## config.mk

```make
export PLATFORM = sky130hd
export DESIGN_NAME = fwd_hazard_unit
export DESIGN_NICKNAME = d
export VERILOG_FILES = /design/src/rtl/fwd_pkg.sv /design/src/rtl/fwd_select.sv /design/src/rtl/fwd_hazard_unit.sv
export SDC_FILE = /design/constraint.sdc
export NUM_CORES = 1
export LEC_CHECK = 0
export CORE_MARGIN = 2
export CORE_UTILIZATION = 35
export CTS_CLUSTER_SIZE = 12
export DETAILED_ROUTE_END_ITERATION = 10
export PLACE_DENSITY_LB_ADDON = 0.3
export SYNTH_ARGS = -nofsm -noshare
export SYNTH_HDL_FRONTEND = slang
export SYNTH_HIERARCHICAL = 1
export SYNTH_SLANG_ARGS = --single-unit
```

## constraint.sdc

```tcl
create_clock -name i_clk -period 2.21 [get_ports i_clk]
set_clock_uncertainty 0.15 [all_clocks]
set_input_delay 0.442 -clock i_clk [delete_from_list [all_inputs] [get_ports i_clk]]
set_output_delay 0.442 -clock i_clk [all_outputs]
set_load 0.02 [all_outputs]
```

## src/rtl/fwd_pkg.sv

```systemverilog
// Shared definitions for the EX-stage forwarding / load-use hazard unit.
package fwd_pkg;

    // Forward select value meaning "take the operand from the register file".
    localparam int unsigned FWD_SEL_RF = 0;

    typedef enum logic {
        ST_RUN   = 1'b0,
        ST_STALL = 1'b1
    } fsm_state_e;

    // Select must encode 0 (register file) plus one code per forwarding stage.
    function automatic int unsigned sel_width(input int unsigned n_fwd);
        return $clog2(n_fwd + 1);
    endfunction

    // Stall down-counter must hold the largest need, which never exceeds n_fwd.
    function automatic int unsigned cnt_width(input int unsigned n_fwd);
        return $clog2(n_fwd + 1);
    endfunction

endpackage

```

## src/rtl/fwd_select.sv

```systemverilog
// Per-operand priority match: pick the youngest later stage writing the source register.
module fwd_select
    import fwd_pkg::*;
#(
    parameter int unsigned REG_AW   = 5,
    parameter int unsigned N_FWD    = 2,
    parameter int unsigned LOAD_LAT = 1,
    parameter int unsigned SEL_W    = sel_width(N_FWD)
) (
    input  logic [REG_AW-1:0]       src,
    input  logic [N_FWD*REG_AW-1:0] fwd_rd,
    input  logic [N_FWD-1:0]        fwd_reg_write,
    input  logic [N_FWD-1:0]        fwd_is_load,
    output logic [SEL_W-1:0]        sel,
    output logic                    data_bad
);

    // Scan oldest to youngest so the last hit (lowest index) wins; r0 never matches.
    always_comb begin
        sel      = SEL_W'(FWD_SEL_RF);
        data_bad = 1'b0;
        for (int k = int'(N_FWD) - 1; k >= 0; k--) begin
            if (fwd_reg_write[k] && (fwd_rd[k*REG_AW +: REG_AW] != '0) &&
                (fwd_rd[k*REG_AW +: REG_AW] == src)) begin
                sel      = SEL_W'(k + 1);
                // A load whose data is not yet back cannot be forwarded from here.
                data_bad = fwd_is_load[k] && (k < int'(LOAD_LAT));
            end
        end
    end

endmodule

```

## src/rtl/fwd_hazard_unit.sv

```systemverilog
// EX-stage forwarding selects plus load-use stall FSM, sticky error flag and stall counter.
module fwd_hazard_unit
    import fwd_pkg::*;
#(
    parameter int unsigned REG_AW   = 5,
    parameter int unsigned N_SRC    = 2,
    parameter int unsigned N_FWD    = 2,
    parameter int unsigned LOAD_LAT = 1,
    parameter int unsigned SEL_W    = sel_width(N_FWD)
) (
    input  logic                    i_clk,
    input  logic                    i_rst,
    input  logic [N_SRC*REG_AW-1:0] i_ex_src,
    input  logic [N_FWD*REG_AW-1:0] i_fwd_rd,
    input  logic [N_FWD-1:0]        i_fwd_reg_write,
    input  logic [N_FWD-1:0]        i_fwd_is_load,
    input  logic [REG_AW-1:0]       i_ex_rd,
    input  logic                    i_ex_reg_write,
    input  logic                    i_ex_is_load,
    input  logic [N_SRC*REG_AW-1:0] i_id_src,
    input  logic [N_SRC-1:0]        i_id_src_used,
    input  logic                    i_flush,
    output logic [N_SRC*SEL_W-1:0]  o_forward,
    output logic                    o_stall,
    output logic                    o_hazard_err,
    output logic [15:0]             o_stall_count
);

    localparam int unsigned CNT_W = cnt_width(N_FWD);

    logic [N_SRC*SEL_W-1:0] fwd_sel;
    logic [N_SRC-1:0]       fwd_bad;
    logic [CNT_W-1:0]       need;
    logic                   stall;
    fsm_state_e             state_q, state_d;
    logic [CNT_W-1:0]       cnt_q, cnt_d;

    for (genvar j = 0; j < N_SRC; j++) begin : g_src
        fwd_select #(
            .REG_AW   (REG_AW),
            .N_FWD    (N_FWD),
            .LOAD_LAT (LOAD_LAT),
            .SEL_W    (SEL_W)
        ) u_fwd_select (
            .src           (i_ex_src[j*REG_AW +: REG_AW]),
            .fwd_rd        (i_fwd_rd),
            .fwd_reg_write (i_fwd_reg_write),
            .fwd_is_load   (i_fwd_is_load),
            .sel           (fwd_sel[j*SEL_W +: SEL_W]),
            .data_bad      (fwd_bad[j])
        );
    end

    assign o_forward = i_rst ? '0 : fwd_sel;

    // Bubbles needed: a load in EX needs LOAD_LAT, one already in stage k needs LOAD_LAT-1-k.
    always_comb begin
        need = '0;
        for (int j = 0; j < int'(N_SRC); j++) begin
            if (i_id_src_used[j]) begin
                if (i_ex_is_load && i_ex_reg_write && (i_ex_rd != '0) &&
                    (i_ex_rd == i_id_src[j*REG_AW +: REG_AW])) begin
                    if (CNT_W'(LOAD_LAT) > need) need = CNT_W'(LOAD_LAT);
                end
                for (int k = 0; k <= int'(LOAD_LAT) - 2; k++) begin
                    if (i_fwd_is_load[k] && i_fwd_reg_write[k] &&
                        (i_fwd_rd[k*REG_AW +: REG_AW] != '0) &&
                        (i_fwd_rd[k*REG_AW +: REG_AW] == i_id_src[j*REG_AW +: REG_AW])) begin
                        if (CNT_W'(int'(LOAD_LAT) - 1 - k) > need) begin
                            need = CNT_W'(int'(LOAD_LAT) - 1 - k);
                        end
                    end
                end
            end
        end
    end

    // Next-state and Mealy stall: first stall cycle comes from RUN, the rest are counted in STALL.
    always_comb begin
        state_d = state_q;
        cnt_d   = cnt_q;
        stall   = 1'b0;
        unique case (state_q)
            ST_RUN: begin
                if ((need != '0) && !i_flush) begin
                    stall   = 1'b1;
                    cnt_d   = need - CNT_W'(1);
                    state_d = (need > CNT_W'(1)) ? ST_STALL : ST_RUN;
                end
            end
            ST_STALL: begin
                if (i_flush) begin
                    // Dependent instruction is squashed, so the remaining bubbles are moot.
                    state_d = ST_RUN;
                    cnt_d   = '0;
                end else begin
                    stall = 1'b1;
                    if (cnt_q == CNT_W'(1)) begin
                        state_d = ST_RUN;
                        cnt_d   = '0;
                    end else begin
                        cnt_d = cnt_q - CNT_W'(1);
                    end
                end
            end
            default: begin
                state_d = ST_RUN;
                cnt_d   = '0;
            end
        endcase
    end

    assign o_stall = stall && !i_rst;

    // FSM state and stall down-counter.
    always_ff @(posedge i_clk or posedge i_rst) begin
        if (i_rst) begin
            state_q <= ST_RUN;
            cnt_q   <= '0;
        end else begin
            state_q <= state_d;
            cnt_q   <= cnt_d;
        end
    end

    // Sticky flag: an operand was forwarded from a stage whose load data is not back yet.
    always_ff @(posedge i_clk or posedge i_rst) begin
        if (i_rst) begin
            o_hazard_err <= 1'b0;
        end else if (|fwd_bad) begin
            o_hazard_err <= 1'b1;
        end
    end

    // Saturating count of stalled cycles.
    always_ff @(posedge i_clk or posedge i_rst) begin
        if (i_rst) begin
            o_stall_count <= '0;
        end else if (o_stall && (o_stall_count != 16'hFFFF)) begin
            o_stall_count <= o_stall_count + 16'd1;
        end
    end

endmodule

```

==> results of run 1 <==
==> Yosys cell counts <==
master and count:
nand4_2 2, xor2_1 13, o211a_1 2, nor4_1 4, and3_1 5, nand2_1 8
nor3_2 4, nand4_1 9, nor2_1 1, o311a_1 1, buf_6 1, or2_1 2
and4_4 2, or3_1 2, inv_1 4, o21ai_1 2, nand3_1 3, a31oi_1 1
and2_1 4, o22ai_1 1, ha_1 2, and4_1 1, a21o_4 1, xnor2_1 28
nor3_1 5, nand3_2 3, clkbuf_1 1, mux2_2 2, a22o_1 1, dfrtp_1 20
nor2b_1 6, a21oi_1 3
==> layout make-up <==
cell class              count  area share
flip-flops and latches     20       0.203
well taps                  50      0.0254
multi-input cells         118       0.420
repair buffers             95       0.323
clock buffers               4      0.0223
inverters                   4     0.00609
==> logic make-up (layout without fill, tap and decap cells) <==
logic type / after synthesis / count (layout) / share of synthesized area
XOR/XNOR: 41 / 41 / 0.251
adder cells (fa/ha/maj): 2 / 2 / 0.0175
buffers and inverters: 6 / 103 / 0.0210
flip-flops: 20 / 20 / 0.350
AND/OR/NAND/NOR: 61 / 61 / 0.280
AO/OA/AOI/OAI: 12 / 12 / 0.0639
multiplexers: 2 / 2 / 0.0158
==> per-layer routing <==
metal | global-route usage | share of wire | vias to the layer above
met2 | 0.290 | 0.50 | 39
met4 | 0.0350 | 0.0025 | 0
met5 | 0 | 0 | -
met1 | 0.228 | 0.43 | 657
li1 | - | - | 704
met3 | 0.0313 | 0.068 | 2
==> worst min path at each step <==
stage | endpoint | slack (ps) | start | depth (start not counted)
final | o_hazard_err$_DFFE_PP0P_ | 320 | o_hazard_err$_DFFE_PP0P_ | 1
after detailed placement | o_hazard_err$_DFFE_PP0P_ | 300 | o_hazard_err$_DFFE_PP0P_ | 1
after CTS | o_hazard_err$_DFFE_PP0P_ | 330 | o_hazard_err$_DFFE_PP0P_ | 1
after global placement | o_hazard_err$_DFFE_PP0P_ | 310 | o_hazard_err$_DFFE_PP0P_ | 1
after global routing | o_hazard_err$_DFFE_PP0P_ | 350 | o_hazard_err$_DFFE_PP0P_ | 1
after floorplan | cnt_q[0]$_DFFE_PP0P_ | 260 | i_rst | 1
==> placed cells by master (no fill, tap or decap), types with 2 or more instances in the layout <==
| cell | n |
|---|---|
| nor4_2 | 2 |
| or2_1 | 2 |
| nand2_1 | 8 |
| dlymetal6s2s_1 | 2 |
| and3_1 | 5 |
| dlygate4sd2_1 | 4 |
| clkdlybuf4s50_1 | 25 |
| buf_4 | 29 |
| buf_6 | 6 |
| nor2b_1 | 6 |
| xnor2_2 | 5 |
| o211a_1 | 2 |
| and2_1 | 4 |
| nand4_1 | 9 |
| nor4_4 | 2 |
| xor2_1 | 10 |
| xnor2_1 | 23 |
| clkbuf_8 | 4 |
| nand3_2 | 3 |
| nand3_1 | 3 |
| a21oi_1 | 2 |
| ha_1 | 2 |
| mux2_2 | 2 |
| nor3_2 | 9 |
| clkdlybuf4s15_1 | 7 |
| dfrtp_1 | 20 |
| inv_1 | 4 |
| o21ai_1 | 2 |
| and4_4 | 2 |
| buf_2 | 9 |
| nand4_2 | 2 |
| clkbuf_2 | 11 |
| xor2_2 | 3 |
| buf_8 | 2 |
| or3_1 | 2 |
==> stage by stage <==
stage | total power (µW) | util
after global routing | 960 | 0.621
after global placement | 631 | 0.570
after detailed placement | 633 | 0.570
after CTS | 894 | 0.588
after floorplan | 475 | -
final | 910 | 0.621
==> where the power goes <==
| part | leakage (µW) | internal (µW) | switching (µW) | total, µW |
|---|---|---|---|---|
| Combinational | 0.000840 | 142 | 116 | 258 |
| Clock | 0.0000288 | 158 | 111 | 270 |
| Sequential | 0.000277 | 376 | 6.56 | 383 |
==> registers in the layout, summed over array words and instances, names as in the netlist <==
signal	flops
cnt_q	2
o_hazard_err	1
o_stall_count	16
state_q	1
==> worst max-delay path: cells and delay by family <==
kind | cells | cell delay, ps
and+or+nand+nor | 2 | 400
buffers and inverters | 2 | 260
AOI/OAI and AO/OA | 2 | 490
==> repair_timing <==
| item | in CTS | in global routing |
|---|---|---|
| gates cloned | 0 | 0 |
| pin swaps | 26 | 32 |
| setup endpoints to repair | 21 | 20 |
| resized for setup | 98 | 67 |
| buffers inserted | 4 | 8 |
==> summary.md, run 1 <==
| Metric | Value |
|---|---|
| Drt drc | 0 |
| Worst EP required | 1620 ps |
| Worst slew pin tran | 279 ps |
| Sequential share of the synthesized area | 0.350 |
| First-pass iteration count of the detailed router | 4 |
| Setup Viol. Count Final | 0 |
| Post-DP Area | 2260 µm² |
| Total number of vias | about 1,400 |
| Largest net degree at the start of global routing | 21 |
| Post-layout min period | about 2200 ps |
| Clk slew on worst S/H paths | 70 ps |
| CP Capture Type | output pin |
| PnR worst setup slack | 28.4 ps |
| Peak VDD IR | 341 µV |
| Pre-CTS WS | -805 ps |
| Initial Utilization | 0.360 |
| Slowest stage delay, CP | around 360 ps |
| Worst-Skew Late Latency | 250 ps |
| Clock Tree Buf Depth | 2 |
| Num rows | 23 |
| Number of global-route vias before repair | ~1,300 |
| DIE HEIGHT | just under 70 µm |
| Register bit count reported by yosys | 20 |
| Syn_nets | roughly 190 |
| GP Congestion | 0.814 |
| Max Cap Viol | 0 |
| Worst setup SP type | input port |
| Cell count after synthesis | 144 |
| Multi-input combinational cell area | 1040 µm² |
| Outcome | finished clean |
| Fin nets | 290 |
| DIE AREA | 4610 µm² |
| Critical path class | in2out |
| Synth top area share | 0.350 |
| Power Density | 369 nW/µm² |
| Post-route insts no fill | approximately 290 |
| Top-Level Pins | 68 |
| Worst setup endpoint | o_stall |
| Reg-to-reg endpoint | o_stall_count[0]$_DFFE_PP0P_ |
| Pins over their slew limit | 0 |
| Largest area contributor in the netlist | dfrtp_1 |
| # diodes | 0 |
| Yosys cell types | 32 |
| Placed cell count | 275 |
| Worst Setup SP | i_ex_rd[2] |
| Synth Warn # | 6 |
| Mapped Area | 1430 µm² |
| DR vias/cell | 4.82 |
| Hold WS | 321 ps |
| Clock root cell | clkbuf_8 |
| RSZ-0062 raised after global routing | true |
| Core area | 3970 µm² |
| Initial DRC Count | 33 |
| Leak Pwr | 0.00115 µW |
| Critical-path top delay cell | or3_1 |
| Crit share post-route | 0.987 |
| Critical-path cell list | buf_8 > or3_1 > o311a_1 > a21oi_2 > nor3_2 > buf_4 |
| Total Routed Length | 4.01 mm |
| Final ANT Viol Nets | 0 |
| # fillers | 334 |
| Crit Path Max Fanout | 2 |
| Initial antenna violation count | 0 |
| Synth top area cells | dfrtp_1 35%, xnor2_1 17%, xor2_1 8.0% |
| FF-to-FF path depth | 8 |
| Clock sink count | 20 |
| Final instance area | 2460 µm² |
| Worst Hold Class | reg2reg |
| Layout area overhead | 72.5% |
| Hpwl dp | 2.89 mm |
| Highest clock rate | 458 MHz |
| Final Hold Vio Count | 0 |
| Share of layout cells above drive strength 1 | 0.390 |
| H-tree depth | 1 |
| DIE WIDTH | 67.9 µm |
| Mapped Avg Cell Area | 9.92 µm² |
| Worst relative slew slack | 0.814 |
| Total CTS buffers | 3 |
| CTS tree | done |
| All-Layer GR Usage | 0.171 |
| Worst r2r src | o_stall_count[0]$_DFFE_PP0P_ |
| Hold Buf Count CTS | 0 |
| Critical Path AT | 1590 ps |
| Flop2flop setup slack | roughly 130 ps |
| Mean routed wirelength per cell | between 10 and 15 µm |
| PortBufs | 66 |
| Gr ovfl total | 0 |
| Register Area | 500 µm² |
| First-pass GRT wire length | 6.04 mm |
| Setup TNS | 0 ps |
Power figures use the tool's default switching activity.
==> inputs of run 2 (changes only) <==
Settings changed: CELL_PAD_IN_SITES_DETAIL_PLACEMENT set to 1, CELL_PAD_IN_SITES_GLOBAL_PLACEMENT set to 1, CORE_UTILIZATION 35 to 30.
==> summary.md, run 2 (same netlist as run 1, synthesis figures left out) <==
| Metric | Value |
|---|---|
| Outcome | finished, violations left |
| Failing checks | negative setup slack |
| DIE HEIGHT | around 73 µm |
| DR vias/cell | roughly 5.2 |
| CP Capture Type | output pin |
| CTS tree | done |
| Commonest non-fill, non-tap cells in the layout | 25 x xnor2_1, 25 x clkdlybuf4s50_1, 20 x dfrtp_1 |
| Highest clock rate | 427 MHz |
| Peak VDD IR | 307 µV |
| Worst setup SP type | input port |
| Post-layout min period | 2340 ps |
| H-tree depth | 1 |
| PnR worst setup slack | -130 ps |
| Final Hold Vio Count | 0 |
| Layout area overhead | 62.7% |
| Setup Viol. Count Final | 3 |
| Total Routed Length | between 5 and 6 mm |
| Fin nets | 273 |
| # diodes | 0 |
| Setup TNS | -239 ps |
| Pre-CTS WS | -996 ps |
| Crit share post-route | 1.06 |
| Worst Hold Class | reg2reg |
| Number of global-route vias before repair | 1,609 |
| DIE WIDTH | 73.0 µm |
| Total CTS buffers | 3 |
| Drt drc | 0 |
| Max reg flops | 16 |
| Final ANT Viol Nets | 0 |
| Core area | 4660 µm² |
| Worst EP required | 1620 ps |
| GP Congestion | 0.903 |
| # fillers | 531 |
| Largest net degree at the start of global routing | 21 |
| Critical Path AT | 1750 ps |
| Clock sink count | 20 |
| Share of layout cells above drive strength 1 | 0.323 |
| DIE AREA | 5330 µm² |
| Mean routed wirelength per cell | 18.9 µm |
| First-pass iteration count of the detailed router | 4 |
| Hpwl dp | 3.99 mm |
| Leak Pwr | 0.00104 µW |
| Top-Level Pins | 68 |
| Initial DRC Count | 47 |
| Num rows | 25 |
| Register with the most flip-flops | o_stall_count |
| Total number of vias | 1,449 |
| Critical path class | in2out |
| First-pass GRT wire length | around 7.8 mm |
| Initial antenna violation count | 0 |
| Largest registers | o_stall_count (16), cnt_q (2) |
| Clock Tree Buf Depth | 2 |
| Crit Path Max Fanout | 4 |
| Initial Utilization | 0.307 |
| Pins over their slew limit | 0 |
| All-Layer GR Usage | 0.189 |
| RSZ-0062 raised after global routing | true |
| Power Density | 377 nW/µm² |
| Gr ovfl total | 0 |
| Max Cap Viol | 0 |
| Worst slew pin tran | 330 ps |
| Final core occ | 0.499 |
| Worst-Skew Late Latency | 260 ps |
| Clock root cell | clkbuf_8 |
| Worst relative slew slack | 0.779 |
| PortBufs | 66 |
| Clk slew on worst S/H paths | 60 ps |
run 2: critical path, stage by stage:
cell	delay, ps
buf_2	180
xor2_1	320
nor3_2	120
and4_4	220
nor3_2	160
nor2b_1	150
buf_4	150
run 2: report_power, final:
| group | switching [µW] | internal [µW] | leakage, µW | total, µW |
|---|---|---|---|---|
| Clock | 114 | 121 | 0.0000216 | 236 |
| Sequential | 8.91 | 376 | 0.000277 | 385 |
| Combinational | 125 | 131 | 0.000740 | 256 |
run 2: worst paths after layout:
path	cells past startpoint	startpoint	slack (ps)	to
min in group asynchronous	4	i_rst	370	o_stall_count[13]$_DFFE_PP0P_
hold reg to reg	1	o_stall_count[7]$_DFFE_PP0P_	350	o_stall_count[7]$_DFFE_PP0P_
hold / removal	1	o_stall_count[7]$_DFFE_PP0P_	350	o_stall_count[7]$_DFFE_PP0P_
setup reg to reg	5	o_stall_count[4]$_DFFE_PP0P_	170	o_stall_count[1]$_DFFE_PP0P_
setup / recovery	7	i_fwd_rd[3]	-130	o_forward[1]
max in group asynchronous	4	i_rst	1310	o_stall_count[11]$_DFFE_PP0P_
run 2: layout make-up:
type / instances / area [µm²] / area share
Tap cell: 54 / 67.6 / 0.0291
Clock buffer: 3 / 41.3 / 0.0178
Timing Repair Buffer: 78 / 679 / 0.292
Sequential cell: 20 / 500 / 0.215
Multi-Input combinational cell: 118 / 1020 / 0.439
Inverter: 4 / 15.0 / 0.00646
run 2: what timing repair did:
item                       in CTS  in global routing
gates cloned                    0                  0
pin swaps                      30                 20
setup endpoints to repair      22                  5
hold buffers                    0                  0
resized for setup             134                 30
setup buffers                   2                  1
run 2: metal layers:
| layer | share of wire | wire [µm] | vias up | global-route usage |
|---|---|---|---|---|
| met1 | 0.37 | 1950 | 728 | 0.202 |
| li1 | - | - | 671 | - |
| met4 | 0.020 | 106 | 0 | 0.0247 |
| met2 | 0.57 | 2960 | 42 | 0.385 |
| met5 | 0 | 0 | - | 0 |
| met3 | 0.040 | 210 | 8 | 0.0318 |
run 2: per-stage QoR:
stage	area, µm²	hold slack [ps]	instances	total power [µW]
5_1_grt	2320	375	277	921
2_1_floorplan	1430	256	144	475
4_1_cts	2290	355	276	874
3_3_place_gp	2210	328	271	624
6_report	2320	351	277	877
3_5_place_dp	2210	330	271	634
==> inputs of run 3 (changes only) <==
Settings changed: CORE_UTILIZATION 30 to 32, SKIP_LAST_GASP set to 1.
Clock period 2.21 ns to 2.71 ns, I/O delays scaled along.
==> summary.md, run 3 (same netlist as run 1, synthesis figures left out) <==
| Metric | Value |
|---|---|
| Final instance area | 2310 µm² |
| Fin nets | 270 |
| Mean routed wirelength per cell | 17.3 µm |
| Postcts setup bufs | 0 |
| Cell count along the critical path | 7 |
| DIE HEIGHT | 70.8 µm |
| DR vias/cell | around 5.1 |
| Clock root cell | clkbuf_8 |
| # diodes | 0 |
| First-pass iteration count of the detailed router | 4 |
| Total CTS buffers | 3 |
| Worst path bufs/invs | 2 |
| GRT busiest layer | met2 |
| Register Area | 500 µm² |
| Final ANT Viol Nets | 0 |
| Initial DRC Count | a little under 60 |
| Worst r2r src | o_stall_count[0]$_DFFE_PP0P_ |
| H-tree depth | 1 |
| GP Congestion | 0.845 |
| CTS tree | done |
| Clock Tree Buf Depth | 2 |
| PortBufs | 66 |
| Crit share post-route | 0.986 |
| DIE WIDTH | 70.8 µm |
| Post-layout min period | 2670 ps |
| Hold path depth | 1 |
| Critical Path AT | 1980 ps |
| Multi-input combinational cell area | 953 µm² |
| Pre-CTS WS | -637 ps |
| Clk slew on worst S/H paths | 70 ps |
| Total Routed Length | 4.72 mm |
| Core area | 4320 µm² |
| Met3 usage | 0.0328 |
| Num rows | 24 |
| Met2 usage | 0.363 |
| DIE AREA | 5020 µm² |
| Worst EP required | 2020 ps |
| Most common cell after layout, fill and taps aside | clkdlybuf4s50_1 |
| Worst setup SP type | input port |
| Flop2flop setup slack | roughly 490 ps |
| Crit Path Max Fanout | 3 |
| Setup Viol. Count Final | 0 |
| Peak VDD IR | between 200 and 300 µV |
| Slowest stage delay, CP | 500 ps |
| Worst Setup SP | i_ex_src[6] |
| Worst Hold Class | reg2reg |
| Pins over their slew limit | 0 |
| Setup TNS | 0 ps |
| # fillers | 481 |
| Total number of vias | 1,402 |
| Largest registers | o_stall_count (16), cnt_q (2) |
| Worst-Skew Late Latency | between 200 and 300 ps |
| Critical-path top delay cell | clkdlybuf4s50_1 |
| Share of layout cells above drive strength 1 | 0.186 |
| Initial Utilization | 0.330 |
| Worst relative slew slack | 0.483 |
| CP top delay family | buffers and inverters |
| Hold Path Origin | o_hazard_err$_DFFE_PP0P_ |
| Drt drc | 0 |
| Critical-path cell list | clkdlybuf4s50_1 > xor2_1 > nor3_1 > nand3_1 > nor3_2 > nor2b_2 > buf_4 |
| Hpwl dp | 3.81 mm |
| PnR worst setup slack | 36.9 ps |
| Max Cap Viol | 0 |
| Grt met1 use | 0.230 |
| Hold Buf Count CTS | 0 |
| Register with the most flip-flops | o_stall_count |
| All-Layer GR Usage | 0.192 |
| Power Density | 320 nW/µm² |
| CP Capture Type | output pin |
| Placed cell count | 269 |
| Gr ovfl total | 0 |
| Clock sink count | 20 |
| RSZ-0062 raised after global routing | true |
| Max reg flops | 16 |
| Post-route insts no fill | 273 |
| Worst slew pin tran | slightly below 800 ps |
| FF-to-FF path depth | 6 |
| Critical path class | in2out |
| Initial antenna violation count | 0 |
| Top-Level Pins | 68 |
| Outcome | finished clean |
| Commonest non-fill, non-tap cells in the layout | 45 x clkdlybuf4s50_1, 28 x xnor2_1, 20 x dfrtp_1 |
| First-pass GRT wire length | 7.81 mm |
| Layout area overhead | 61.7% |
| Largest net degree at the start of global routing | 21 |
| Final Hold Vio Count | 0 |
| Leak Pwr | 0.00104 µW |
| Post-DP Area | 2210 µm² |
| Number of global-route vias before repair | 1,602 |
| Highest clock rate | 374 MHz |
-- run 3: final cells by class --
type / instances / area share
Multi-Input combinational cell: 118 / 0.413
Timing Repair Buffer: 75 / 0.312
Tap cell: 52 / 0.0282
Sequential cell: 20 / 0.217
Inverter: 4 / 0.00650
Clock buffer: 4 / 0.0238
-- run 3: metrics by stage --
step | hold slack, ps | total power, µW | util
after floorplan | 316 | 387 | -
final | 342 | 740 | 0.534
after detailed placement | 328 | 517 | 0.510
after global placement | 307 | 508 | 0.510
after CTS | 344 | 741 | 0.521
after global routing | 363 | 773 | 0.534
-- run 3: final timing paths --
| kind | end |
|---|---|
| hold reg to reg | o_hazard_err$_DFFE_PP0P_ |
| setup reg to reg | o_stall_count[1]$_DFFE_PP0P_ |
| hold / removal | o_hazard_err$_DFFE_PP0P_ |
| min in group asynchronous | o_stall_count[11]$_DFFE_PP0P_ |
| max in group asynchronous | o_stall_count[0]$_DFFE_PP0P_ |
| setup / recovery | o_forward[3] |
-- run 3: worst reg2reg max path, delay by kind of cell, from the launching register on --
family,cells,cell delay (ps)
AOI/OAI and AO/OA,2,580
adders and majority gates,1,190
DFF,1,410
muxes,1,290
and+or+nand+nor,2,490
-- run 3: power breakdown --
part | total, µW | switching (µW) | internal, µW
logic | 199 | 89.2 | 110
registers | 313 | 5.79 | 307
clock network | 229 | 99.3 | 129
-- run 3: timing repair --
| action | 4_1_cts | 5_1_grt |
|---|---|---|
| resized for setup | 34 | 16 |
| setup endpoints to repair | 5 | 4 |
| pin swaps | 0 | 8 |
-- run 3: routing by layer --
| metal | vias up | wire [µm] |
|---|---|---|
| met3 | 6 | 218 |
| met5 | - | 0 |
| met4 | 0 | 43 |
| met1 | 694 | 1950 |
| met2 | 40 | 2500 |
| li1 | 662 | - |
